$ cat config.mk
export PLATFORM = sky130hd
export DESIGN_NAME = input_cond_flat
export DESIGN_NICKNAME = d
export VERILOG_FILES = /design/src/rtl/ic_pkg.sv /design/src/rtl/input_cond_if.sv /design/src/rtl/input_cond_deb_chan.sv /design/src/rtl/input_cond.sv /design/src/flat_wrapper.sv
export SDC_FILE = /design/constraint.sdc
export NUM_CORES = 1
export LEC_CHECK = 0
export ABC_AREA = 0
export CAP_MARGIN = 15
export CORE_MARGIN = 3
export CORE_UTILIZATION = 28
export CTS_CLUSTER_DIAMETER = 150
export DETAILED_ROUTE_END_ITERATION = 8
export SLEW_MARGIN = 20
export SYNTH_ARGS = -nofsm -noshare
export SYNTH_HDL_FRONTEND = slang
export SYNTH_SLANG_ARGS = --single-unit
$ cat constraint.sdc
create_clock -name clk -period 8.9 [get_ports clk]
set_clock_uncertainty 0.1 [all_clocks]
set_input_delay 1.335 -clock clk [delete_from_list [all_inputs] [get_ports clk]]
set_output_delay 1.335 -clock clk [all_outputs]
set_load 0.1 [all_outputs]
$ cat src/rtl/ic_pkg.sv
// ic_pkg: shared definitions for the board-input conditioning block.
//   - deb_state_e : per-channel debounce FSM encoding
//   - *_DEF       : default geometry and timing constants
//   - BTN_*       : bit positions of the Nexys4 buttons inside btn_i/btn_o
//   - cnt_width() : width of the per-channel tick counter
package ic_pkg;

  typedef enum logic [1:0] {
    IDLE_LO = 2'd0,
    ARM_HI  = 2'd1,
    HIGH    = 2'd2,
    ARM_LO  = 2'd3
  } deb_state_e;

  localparam int NBTN_DEF      = 5;
  localparam int NSW_DEF       = 16;
  localparam int TICK_DIV_DEF  = 1000;
  localparam int DEB_TICKS_DEF = 20;

  localparam int BTN_C = 0;
  localparam int BTN_D = 1;
  localparam int BTN_U = 2;
  localparam int BTN_R = 3;
  localparam int BTN_L = 4;

  // One spare bit so the counter can hold DEB_TICKS-1 for any DEB_TICKS.
  function automatic int cnt_width(input int deb_ticks);
    return $clog2(deb_ticks) + 1;
  endfunction

endpackage

$ cat src/rtl/input_cond_if.sv
// input_cond_if: bundle of the raw board pins and the conditioned outputs.
//   master : board/environment side, drives btn_i/sw_i, observes the rest
//   slave  : input_cond, consumes btn_i/sw_i, drives the conditioned outputs
//   btn_i/sw_i          raw asynchronous pins
//   btn_o/sw_o          debounced levels
//   btn_press/release   one-cycle edge pulses of the debounced buttons
//   porti/portj         32-bit port words, zero-extended levels
//   tick                debounce tick strobe
interface input_cond_if
  import ic_pkg::*;
#(
  parameter int NBTN = NBTN_DEF,
  parameter int NSW  = NSW_DEF
);

  logic [NBTN-1:0] btn_i;
  logic [NSW-1:0]  sw_i;
  logic [NBTN-1:0] btn_o;
  logic [NBTN-1:0] btn_press;
  logic [NBTN-1:0] btn_release;
  logic [NSW-1:0]  sw_o;
  logic [31:0]     porti;
  logic [31:0]     portj;
  logic            tick;

  modport master (
    output btn_i, sw_i,
    input  btn_o, btn_press, btn_release, sw_o, porti, portj, tick
  );

  modport slave (
    input  btn_i, sw_i,
    output btn_o, btn_press, btn_release, sw_o, porti, portj, tick
  );

endinterface

$ cat src/rtl/input_cond_deb_chan.sv
// deb_chan: one conditioned input channel.
//   clk, reset  : system clock, asynchronous active-high reset
//   raw_i       : raw asynchronous pin
//   tick_i      : shared debounce tick strobe
//   out_o       : debounced level (registered)
//   press_o     : one-cycle pulse in the first cycle out_o reads 1
//   release_o   : one-cycle pulse in the first cycle out_o reads 0
// A new level is accepted only after the synchronized input has disagreed
// with the current level for DEB_TICKS ticks in a row; any return to the
// old level in between abandons the attempt and the count restarts.
module deb_chan
  import ic_pkg::*;
#(
  parameter int DEB_TICKS = DEB_TICKS_DEF
) (
  input  logic clk,
  input  logic reset,
  input  logic raw_i,
  input  logic tick_i,
  output logic out_o,
  output logic press_o,
  output logic release_o
);

  localparam int             CW       = cnt_width(DEB_TICKS);
  localparam logic [CW-1:0]  CNT_LAST = CW'(DEB_TICKS - 1);

  logic          s1_q, s2_q;
  deb_state_e    state_q, state_d;
  logic [CW-1:0] cnt_q, cnt_d;
  logic          out_q, out_d;
  logic          press_q, press_d;
  logic          release_q, release_d;

  always_comb begin
    state_d = state_q;
    cnt_d   = cnt_q;
    unique case (state_q)
      IDLE_LO: begin
        if (s2_q) begin
          state_d = ARM_HI;
          cnt_d   = '0;
        end
      end
      ARM_HI: begin
        // The abort check wins over a coincident tick.
        if (!s2_q) begin
          state_d = IDLE_LO;
          cnt_d   = '0;
        end else if (tick_i) begin
          if (cnt_q == CNT_LAST) begin
            state_d = HIGH;
            cnt_d   = '0;
          end else begin
            cnt_d = cnt_q + 1'b1;
          end
        end
      end
      HIGH: begin
        if (!s2_q) begin
          state_d = ARM_LO;
          cnt_d   = '0;
        end
      end
      ARM_LO: begin
        if (s2_q) begin
          state_d = HIGH;
          cnt_d   = '0;
        end else if (tick_i) begin
          if (cnt_q == CNT_LAST) begin
            state_d = IDLE_LO;
            cnt_d   = '0;
          end else begin
            cnt_d = cnt_q + 1'b1;
          end
        end
      end
      default: begin
        state_d = IDLE_LO;
        cnt_d   = '0;
      end
    endcase

    // Level follows the state being entered, so the pulses line up with the
    // first cycle the new level is visible.
    out_d     = (state_d == HIGH) || (state_d == ARM_LO);
    press_d   = out_d & ~out_q;
    release_d = ~out_d & out_q;
  end

  always_ff @(posedge clk or posedge reset) begin
    if (reset) begin
      s1_q      <= 1'b0;
      s2_q      <= 1'b0;
      state_q   <= IDLE_LO;
      cnt_q     <= '0;
      out_q     <= 1'b0;
      press_q   <= 1'b0;
      release_q <= 1'b0;
    end else begin
      s1_q      <= raw_i;
      s2_q      <= s1_q;
      state_q   <= state_d;
      cnt_q     <= cnt_d;
      out_q     <= out_d;
      press_q   <= press_d;
      release_q <= release_d;
    end
  end

  assign out_o     = out_q;
  assign press_o   = press_q;
  assign release_o = release_q;

endmodule

$ cat src/rtl/input_cond.sv
// input_cond: board-input conditioning for the Nexys4 test top.
//   clk    : system clock (the computer's clock domain)
//   reset  : asynchronous active-high reset, clears every register
//   bus    : input_cond_if.slave -- raw btn_i/sw_i in; debounced levels,
//            button press/release pulses, porti/portj words and tick out
// One shared tick divider feeds NBTN+NSW identical debounce channels.
// Switch channels produce pulses too, but nothing downstream wants them.
module input_cond
  import ic_pkg::*;
#(
  parameter int NBTN      = NBTN_DEF,
  parameter int NSW       = NSW_DEF,
  parameter int TICK_DIV  = TICK_DIV_DEF,
  parameter int DEB_TICKS = DEB_TICKS_DEF
) (
  input  logic          clk,
  input  logic          reset,
  input_cond_if.slave   bus
);

  localparam int            DW       = (TICK_DIV > 1) ? $clog2(TICK_DIV) : 1;
  localparam logic [DW-1:0] DIV_LAST = DW'(TICK_DIV - 1);

  logic [DW-1:0]   div_q, div_d;
  logic            tick;
  logic [NBTN-1:0] btn_lvl, btn_pr, btn_rl;
  logic [NSW-1:0]  sw_lvl;

  always_comb begin
    div_d = (div_q == DIV_LAST) ? '0 : div_q + 1'b1;
  end

  always_ff @(posedge clk or posedge reset) begin
    if (reset) begin
      div_q <= '0;
    end else begin
      div_q <= div_d;
    end
  end

  assign tick = (div_q == DIV_LAST);

  for (genvar g = 0; g < NBTN; g++) begin : g_btn
    deb_chan #(.DEB_TICKS(DEB_TICKS)) u_chan (
      .clk       (clk),
      .reset     (reset),
      .raw_i     (bus.btn_i[g]),
      .tick_i    (tick),
      .out_o     (btn_lvl[g]),
      .press_o   (btn_pr[g]),
      .release_o (btn_rl[g])
    );
  end

  for (genvar g = 0; g < NSW; g++) begin : g_sw
    deb_chan #(.DEB_TICKS(DEB_TICKS)) u_chan (
      .clk       (clk),
      .reset     (reset),
      .raw_i     (bus.sw_i[g]),
      .tick_i    (tick),
      .out_o     (sw_lvl[g]),
      .press_o   (),
      .release_o ()
    );
  end

  assign bus.btn_o       = btn_lvl;
  assign bus.btn_press   = btn_pr;
  assign bus.btn_release = btn_rl;
  assign bus.sw_o        = sw_lvl;
  assign bus.porti       = 32'(btn_lvl);
  assign bus.portj       = 32'(sw_lvl);
  assign bus.tick        = tick;

endmodule

$ cat src/flat_wrapper.sv
// flat-port wrapper written by rule: the top's interface ports become plain ports
module input_cond_flat import ic_pkg::*;
#(
  parameter int NBTN      = NBTN_DEF,
  parameter int NSW       = NSW_DEF,
  parameter int TICK_DIV  = TICK_DIV_DEF,
  parameter int DEB_TICKS = DEB_TICKS_DEF
)
  (clk, reset, bus_btn_i, bus_sw_i, bus_btn_o, bus_btn_press, bus_btn_release, bus_sw_o, bus_porti, bus_portj, bus_tick);
  input_cond_if #(.NBTN(NBTN), .NSW(NSW)) bus_i ();
  input  logic clk;
  input  logic reset;
  input wire logic [$bits(bus_i.btn_i)-1:0] bus_btn_i;
  input wire logic [$bits(bus_i.sw_i)-1:0] bus_sw_i;
  output wire logic [$bits(bus_i.btn_o)-1:0] bus_btn_o;
  output wire logic [$bits(bus_i.btn_press)-1:0] bus_btn_press;
  output wire logic [$bits(bus_i.btn_release)-1:0] bus_btn_release;
  output wire logic [$bits(bus_i.sw_o)-1:0] bus_sw_o;
  output wire logic [$bits(bus_i.porti)-1:0] bus_porti;
  output wire logic [$bits(bus_i.portj)-1:0] bus_portj;
  output wire logic [$bits(bus_i.tick)-1:0] bus_tick;
  assign bus_i.btn_i = bus_btn_i;
  assign bus_i.sw_i = bus_sw_i;
  assign bus_btn_o = bus_i.btn_o;
  assign bus_btn_press = bus_i.btn_press;
  assign bus_btn_release = bus_i.btn_release;
  assign bus_sw_o = bus_i.sw_o;
  assign bus_porti = bus_i.porti;
  assign bus_portj = bus_i.portj;
  assign bus_tick = bus_i.tick;
  input_cond #(.NBTN(NBTN), .NSW(NSW), .TICK_DIV(TICK_DIV), .DEB_TICKS(DEB_TICKS)) u_core (.clk(clk), .reset(reset), .bus(bus_i));
endmodule
Yosys cells after proc, flatten, opt, wreduce, memory -nomap -nowiden:

Index checks and enable logic that the tools add are counted.

* register bits: 251
* bits of input ports: 23
* output and inout bits: 96
* word-level logic and storage cells: 727

* add/sub/neg operators: 22
* eq/ne operators: 169
* mux-type cells: 337
* bitwise operators: 20
* reduce and logical (&&, ||, !) cells: 63

Operator list (count)
* 2-to-1 mux 6 bit: 126
* one-hot mux 6 bit (4 select lines): 21
* 2-to-1 mux 2 bit: 168
* equality test 2 bit (second input constant): 84
* one-hot mux 2 bit (4 select lines): 21
* adder 6 x 1 -> 6 bit (second input constant): 21
* equality test 6 x 5 -> 1 bit (second input constant): 21
* != test 2 bit (second input constant): 42
* equality test 2 x 1 -> 1 bit (second input constant): 21
* zero test 2 bit: 21
* AND reduction 2 bit: 21
* logical OR 1 bit: 21
* adder 10 x 1 -> 10 bit (second input constant): 1
* AND 1 bit: 10
* equality test 10 bit (second input constant): 1
* 2-to-1 mux 10 bit: 1
* NOT 1 bit: 10

Depth between registers and ports, before layout:

Gate-level depths: netlist of the first run.

* depth after elaboration: 9
* gate-level depth with buffers: 11
* mapped depth without buffers: 7

Modules after synthesis:

Synthesis of the first run repeated with hierarchy kept, for this count alone.

* cell total of the unflattened synthesis: 1218
* area, all modules: 13590.5 um^2

Modules (own cells, without submodules)
* deb_chan at u_core.g_btn[0].u_chan ...: times used 12, cells an instance 55, area an instance 609.3 um^2, sequential area each 325.3 um^2
* deb_chan at u_core.g_sw[2].u_chan ...: times used 8, cells an instance 50, area an instance 593.1 um^2, sequential area each 325.3 um^2
* input_cond: times used 1, cells an instance 110, area an instance 964.7 um^2, sequential area each 250.2 um^2
* deb_chan at u_core.g_sw[1].u_chan: times used 1, cells an instance 48, area an instance 569.3 um^2, sequential area each 325.3 um^2

Worst setup path after synthesis of the first run:

Ideal clock, no wire load.

* path kind: register to output
* start: reg u_core.div_q[3]
* end: out bus_tick
* arrival time: 2.223 ns
* data required time: 7.465 ns
* path slack: 5.242 ns
* stages on the path, launching flop included: 9
* path buffers: 5
* cells stage by stage: dfrtp_1 > buf_6 > or3b_1 > or3_1 > buf_2 > clkinv_4 > buf_4 > buf_2 > buf_2

* cells in the longest elaborated chain, start to end: 1

Ends and longest elaborated chain
* start: declaration: RTL line input_cond.sv:24 `logic [DW-1:0] div_q, div_d;`
* start signal: assignment: RTL line input_cond.sv:37 `div_q <= div_d;`
* equality test 10 bit: RTL line input_cond.sv:41 `assign tick = (div_q == DIV_LAST);`
* end: declaration: RTL line flat_wrapper.sv:21 `output wire logic [$bits(bus_i.tick)-1:0] bus_tick;`

Every way passes these cells.

Worst setup path in the final report of the first run:

* start: reg u_core.div_q[0]
* end: out bus_tick

Same word-level chain as after synthesis.

==> flow_summary.toml, run 1 <==
[status]
status = "finished clean"

[worst_setup_path]
critical_path.top_delay_family = "buffers and inverters"
cp_max_fo = 80
r2r_slack_ns = 4.73
crit_slowest_cell = "clkdlybuf4s50_1"
path_cells = "ha_1 > nand3_1 > or3_4 > clkinv_4 > clkdlybuf4s50_1"
critPathRequiredTime_ns = 7.47
critPathKind = "flip-flop to primary output"
start_kind = "flip-flop"
crit_cells = 5
r2r_start = "u_core.div_q[4]$_DFF_PP0_"
worstPathArrival_ns = 3.93
worst-path-buf-inv = 2
reg2reg_depth = 7
crit_end = "bus_tick"
startpoint = "u_core.div_q[0]$_DFF_PP0_"
slowest_delay_ns = 1.14
crit-reg2reg-capture = "u_core.g_sw[10].u_chan.cnt_q[5]$_DFFE_PP0P_"
end_kind = "primary output"

[drt]
drc = 0
wl_um = 22500
routed_via_density = 4.84
drt_iter0_drc = 410
drtAntennaViolNets = 0
wl_per_cell_um = 12.7
vias = 8595
drt_pre_antenna_iters = 4

[yosys]
yosysMostFrequentCell = "dfrtp_1"
synth_area_mm2 = 0.0120
yosys.area.top_type = "dfrtp_1"
synth-seq-cells = 243
synth-edff-count = 0
synth_area_leaders = "dfrtp_1 50%, buf_4 6.3%, nand2_1 3.1%, nor2_1 2.7%, mux2_2 2.5%"
ys_seq_area_frac = 0.505
yosysWarnings = 0
synthTopCellsByCount = "243 x dfrtp_1, 101 x buf_4, 98 x nand2_1"
synth_top_cell_area_share = 0.505
async_reset_ff_frac = 1.00
syn-mean-instance-area_um2 = 10.2
yosysUniqueCellTypes = 60
ys.flop_type = "dfrtp_1"
synthCells = 1186

[timing]
timing.slew.headroom = 0.325
setup_viol = 0
report.final.slew_viol_count = 0
post-route-period-util = 0.603
fin_setup_tns_ns = 0
rsz0062_at_grt = "no"
worst_pin_slew_ns = 1.01
hold_viol = 0
max_freq_mhz = 186
period_minus_slack_ns = 5.37

[clock_network]
insertion_delay_ns = 0.56
htree_levels = 1
cts_root_buffer = "clkbuf_16"
numCtsBuffers = 29
cts.repair.resized = 0
post_cts_buffers = 0
hold_buffers = 0
cts_tree = "built"
path_clk_slew_ns = 0.06
clock_path_buffers = 3
numClockSinks = 243

[flow_run]
cap_violations = 0

[worst_hold_path]
hold_path.class = "flip-flop to flip-flop"
hold-path-cell-count = 0

[layout]
multi_input_area_mm2 = 0.00514
instances_no_fill = 1776
final_area_mm2 = 0.0137
register_area_mm2 = 0.00608
nFillCells = 4294
diodes = 0
num-nets-final = 1260
drive_gt1_frac = 0.0792
utilization = 0.325
area_delta_synth_final_pct = 14.0

[placement]
hpwl_um = 14300
placed_area_mm2 = 0.0128
io_buffer_count = 75
place.gp.congestion = 0.793
dp.cells = 1723

[power]
p_per_area_mw_per_mm2 = 179
vdd_drop_max_mv = 0.127
leakagePower_nw = 6.15
p_total_mw = 2.46

[die]
die_y_um = 213
die_w_um = 213
initial_core_util = 0.285
ios = 119
fp.coreArea_mm2 = 0.0422
die_area_mm2 = 0.0456
rows = 75

[grt]
antenna_found_initial = 0
grt_pass1_wl_um = 38200
grt_usage = 0.0972
grt_max_degree = 123
grt_pass1_vias = 8223
grt-ovfl-total = 0
-- final cells by class --
| cell class | instances | share of cell area |
|---|---|---|
| flip-flops and latches | 243 | 0.443 |
| well taps | 539 | 0.0491 |
| inverters | 29 | 0.00883 |
| clock buffers | 43 | 0.0610 |
| multi-input cells | 834 | 0.374 |
| clock inverters | 10 | 0.00811 |
| repair buffers | 78 | 0.0563 |
-- through the flow --
| stage | hold slack (ns) | worst slack (ns) |
|---|---|---|
| after detailed placement | 0.235 | 4.09 |
| after CTS | 0.248 | 3.46 |
| after global placement | 0.233 | 4.12 |
| after floorplan | 0.231 | 0.792 |
| final | 0.246 | 3.53 |
| after global routing | 0.254 | 3.24 |
-- worst min path at each step --
| stage | endpoint | slack (ns) | from |
|---|---|---|---|
| after detailed placement | u_core.g_sw[2].u_chan.s2_q$_DFF_PP0_ | 0.23 | u_core.g_sw[2].u_chan.s1_q$_DFF_PP0_ |
| after floorplan | u_core.g_btn[0].u_chan.s2_q$_DFF_PP0_ | 0.23 | u_core.g_btn[0].u_chan.s1_q$_DFF_PP0_ |
| after global routing | u_core.g_sw[13].u_chan.s2_q$_DFF_PP0_ | 0.25 | u_core.g_sw[13].u_chan.s1_q$_DFF_PP0_ |
| after global placement | u_core.g_sw[0].u_chan.s2_q$_DFF_PP0_ | 0.23 | u_core.g_sw[0].u_chan.s1_q$_DFF_PP0_ |
| final | u_core.g_sw[3].u_chan.s2_q$_DFF_PP0_ | 0.25 | u_core.g_sw[3].u_chan.s1_q$_DFF_PP0_ |
| after CTS | u_core.g_sw[3].u_chan.s2_q$_DFF_PP0_ | 0.25 | u_core.g_sw[3].u_chan.s1_q$_DFF_PP0_ |
-- registers in the layout, summed over array words and instances, names as in the netlist, 10 cells and up --
signal and count:
u_core.g_sw.u_chan.cnt_q 96, u_core.g_btn.u_chan.cnt_q 30, u_core.g_sw.u_chan.state_q 24, u_core.g_sw.u_chan.out_o 16, u_core.g_sw.u_chan.s1_q 16, u_core.g_sw.u_chan.s2_q 16, u_core.div_q 10, u_core.g_btn.u_chan.state_q 10
-- per-layer routing --
metal	routed length [µm]	up-vias	GRT usage
met4	476	0	0.0278
met1	10500	4221	0.124
li1	-	4217	-
met2	10600	120	0.168
met3	895	37	0.0200
met5	0	-	0
-- placed cells by master (no fill, tap or decap), types with 9 or more instances in the layout --
master and n:
dfrtp_1 243, nand2_1 98, nor2_1 87, clkdlybuf4s50_1 75, o21ai_0 60, a21oi_1 58
nand3_1 50, conb_1 43, a31oi_1 39, clkbuf_16 29, inv_1 27, nand4_1 27
mux2_2 27, and3_1 23, and2_1 23, ha_1 22, a21o_1 21, nor3_1 21
xor2_1 20, xnor2_1 20, o22ai_1 19, nand2b_1 17, nor4b_1 14, a22o_1 14
o31ai_1 13, nor4_1 12, mux2i_1 12, or2_2 9
-- kinds of logic (layout without fill, tap and decap cells) --
group | Yosys count | in the layout | synth area share
compound gates | 268 | 268 | 0.143
xor+xnor | 40 | 40 | 0.0291
fa+ha+maj | 22 | 22 | 0.0228
buf+inv | 151 | 160 | 0.0823
flops | 243 | 243 | 0.505
mux | 39 | 39 | 0.0352
other cells | 1 | 43 | 0.000311
simple gates | 422 | 422 | 0.183
-- power by group --
group	internal, mW	switching, mW	total (mW)
clock network	0.708	0.462	1.17
registers	1.12	0.0110	1.13
logic	0.0280	0.136	0.164
total	1.86	0.609	2.46
Note: power is estimated with default switching activity, not from simulation.
==> run 2, diff against run 1 <==
==> constraint.sdc (replaced) <==
create_clock -name clk -period 5.5 [get_ports clk]
set_clock_uncertainty 0.1 [all_clocks]
set_input_delay 0.825 -clock clk [delete_from_list [all_inputs] [get_ports clk]]
set_output_delay 0.825 -clock clk [all_outputs]
set_load 0.1 [all_outputs]
==> flow_summary.toml, run 2 (synthesis results as in run 1) <==
[grt]
grt_pass1_wl_um = 38800
grt_pass1_vias = 8368
grt-ovfl-total = 0
grt_max_degree = 153
antenna_found_initial = 0
grt_usage = 0.0988

[worst_setup_path]
r2r_start = "u_core.div_q[3]$_DFF_PP0_"
crit-reg2reg-capture = "u_core.g_btn[0].u_chan.release_o$_DFF_PP0_"
critPathRequiredTime_ns = 4.58
startpoint = "u_core.div_q[3]$_DFF_PP0_"
r2r_slack_ns = 2.19
start_kind = "flip-flop"
critPathKind = "flip-flop to primary output"
worstPathArrival_ns = 2.87
end_kind = "primary output"
reg2reg_depth = 7
cp_max_fo = 121

[drt]
drtAntennaViolNets = 0
wl_um = 22400
drt_iter0_drc = 450
routed_via_density = 4.85
drc = 0
drt_pre_antenna_iters = 5
vias = 8636
wl_per_cell_um = 12.6

[clock_network]
numClockSinks = 243
clock_path_buffers = 3
post_cts_buffers = 0
path_clk_slew_ns = 0.06
insertion_delay_ns = 0.55
numCtsBuffers = 30
cts_tree = "built"
hold_buffers = 0
cts_root_buffer = "clkbuf_16"
cts.repair.resized = 0
htree_levels = 1

[worst_hold_path]
hold-path-cell-count = 0
holdPathEnd = "u_core.g_btn[0].u_chan.s2_q$_DFF_PP0_"
min_from = "u_core.g_btn[0].u_chan.s1_q$_DFF_PP0_"
hold_path.class = "flip-flop to flip-flop"

[layout]
largest_reg_flops = 96
diodes = 0
top_register = "u_core.g_sw.u_chan.cnt_q"
top_regs = "u_core.g_sw.u_chan.cnt_q (96), u_core.g_btn.u_chan.cnt_q (30), u_core.g_sw.u_chan.state_q (24)"
layout_commonest_cell = "dfrtp_1"
utilization = 0.328
area_delta_synth_final_pct = 14.9
drive_gt1_frac = 0.0854
layout_common_cells = "243 x dfrtp_1, 98 x nand2_1, 87 x nor2_1, 74 x clkdlybuf4s50_1, 60 x o21ai_0"
nFillCells = 4277
num-nets-final = 1263

[power]
p_sw_mw = 0.982
vdd_drop_max_mv = 0.228
seqPwrFrac = 0.446
pwr-share-clk = 0.489
p_per_area_mw_per_mm2 = 296
internal_power_mw = 3.12
p_comb_frac = 0.065
leakagePower_nw = 6.19
p_sw_frac = 0.240

[timing]
hold_viol = 0
worst_pin_slew_ns = 0.982
post-route-period-util = 0.691
period_minus_slack_ns = 3.80
report.final.slew_viol_count = 0
rsz0062_at_grt = "no"
setup_viol = 0
fin_setup_tns_ns = 0
max_freq_mhz = 263
timing.slew.headroom = 0.343

[die]
die_area_mm2 = 0.0456
die_w_um = 213
fp.coreArea_mm2 = 0.0422
ios = 119
die_y_um = 213
rows = 75
initial_core_util = 0.285

[status]
status = "finished clean"

[flow_run]
cap_violations = 0

[placement]
hpwl_um = 14200
io_buffer_count = 75
place.gp.congestion = 0.764
-- run 2: how the worst max path moves through the flow --
stage | endpoint | slack, ns
2_1_floorplan | u_core.div_q[0]$_DFF_PP0_ | 1.39
3_3_place_gp | u_core.g_btn[0].u_chan.release_o$_DFF_PP0_ | 2.27
3_5_place_dp | u_core.g_btn[0].u_chan.release_o$_DFF_PP0_ | 2.19
4_1_cts | bus_tick | 1.67
5_1_grt | bus_tick | 1.56
6_report | bus_tick | 1.70
-- run 2: layout make-up --
cell class	count	area, µm²	share of cell area
Sequential cell	243	6080	0.439
Multi-Input combinational cell	834	5140	0.371
Clock buffer	43	891	0.0643
Timing Repair Buffer	80	798	0.0577
Tap cell	539	674	0.0487
Clock inverter	12	144	0.0104
Inverter	29	118	0.00850
-- run 2: through the flow --
stage | hold slack (ns) | cells | setup slack [ns] | power (mW) | cell area (µm²)
final | 0.244 | 1780 | 1.70 | 4.10 | 13800
after floorplan | 0.231 | 1228 | 1.39 | 2.11 | 12200
after global placement | 0.232 | 1725 | 2.27 | 2.13 | 12800
after CTS | 0.247 | 1780 | 1.67 | 4.20 | 13800
after global routing | 0.252 | 1780 | 1.56 | 4.30 | 13800
after detailed placement | 0.235 | 1725 | 2.19 | 2.13 | 12800
-- run 2: routing by layer --
layer	GRT usage	share of wire	vias up
li1	-	-	4239
met1	0.130	0.47	4208
met2	0.165	0.46	149
met3	0.0181	0.040	40
met4	0.0317	0.021	0
met5	0	0	-
-- run 2: power groups by stage --
stage	Sequential, mW	Clock (mW)	Combinational [mW]
finish	1.83	2.00	0.266
global route	1.83	2.18	0.291
CTS	1.83	2.10	0.270
detailed placement	1.86	0	0.269
global placement	1.86	0	0.268
floorplan	1.86	0	0.247
-- run 2: critical path, cell delays in order, from the launching register on --
cell and delay [ns]:
dfrtp_1 0.46, or3b_1 0.41, or3_4 0.40, clkinv_4 0.61, buf_4 0.42
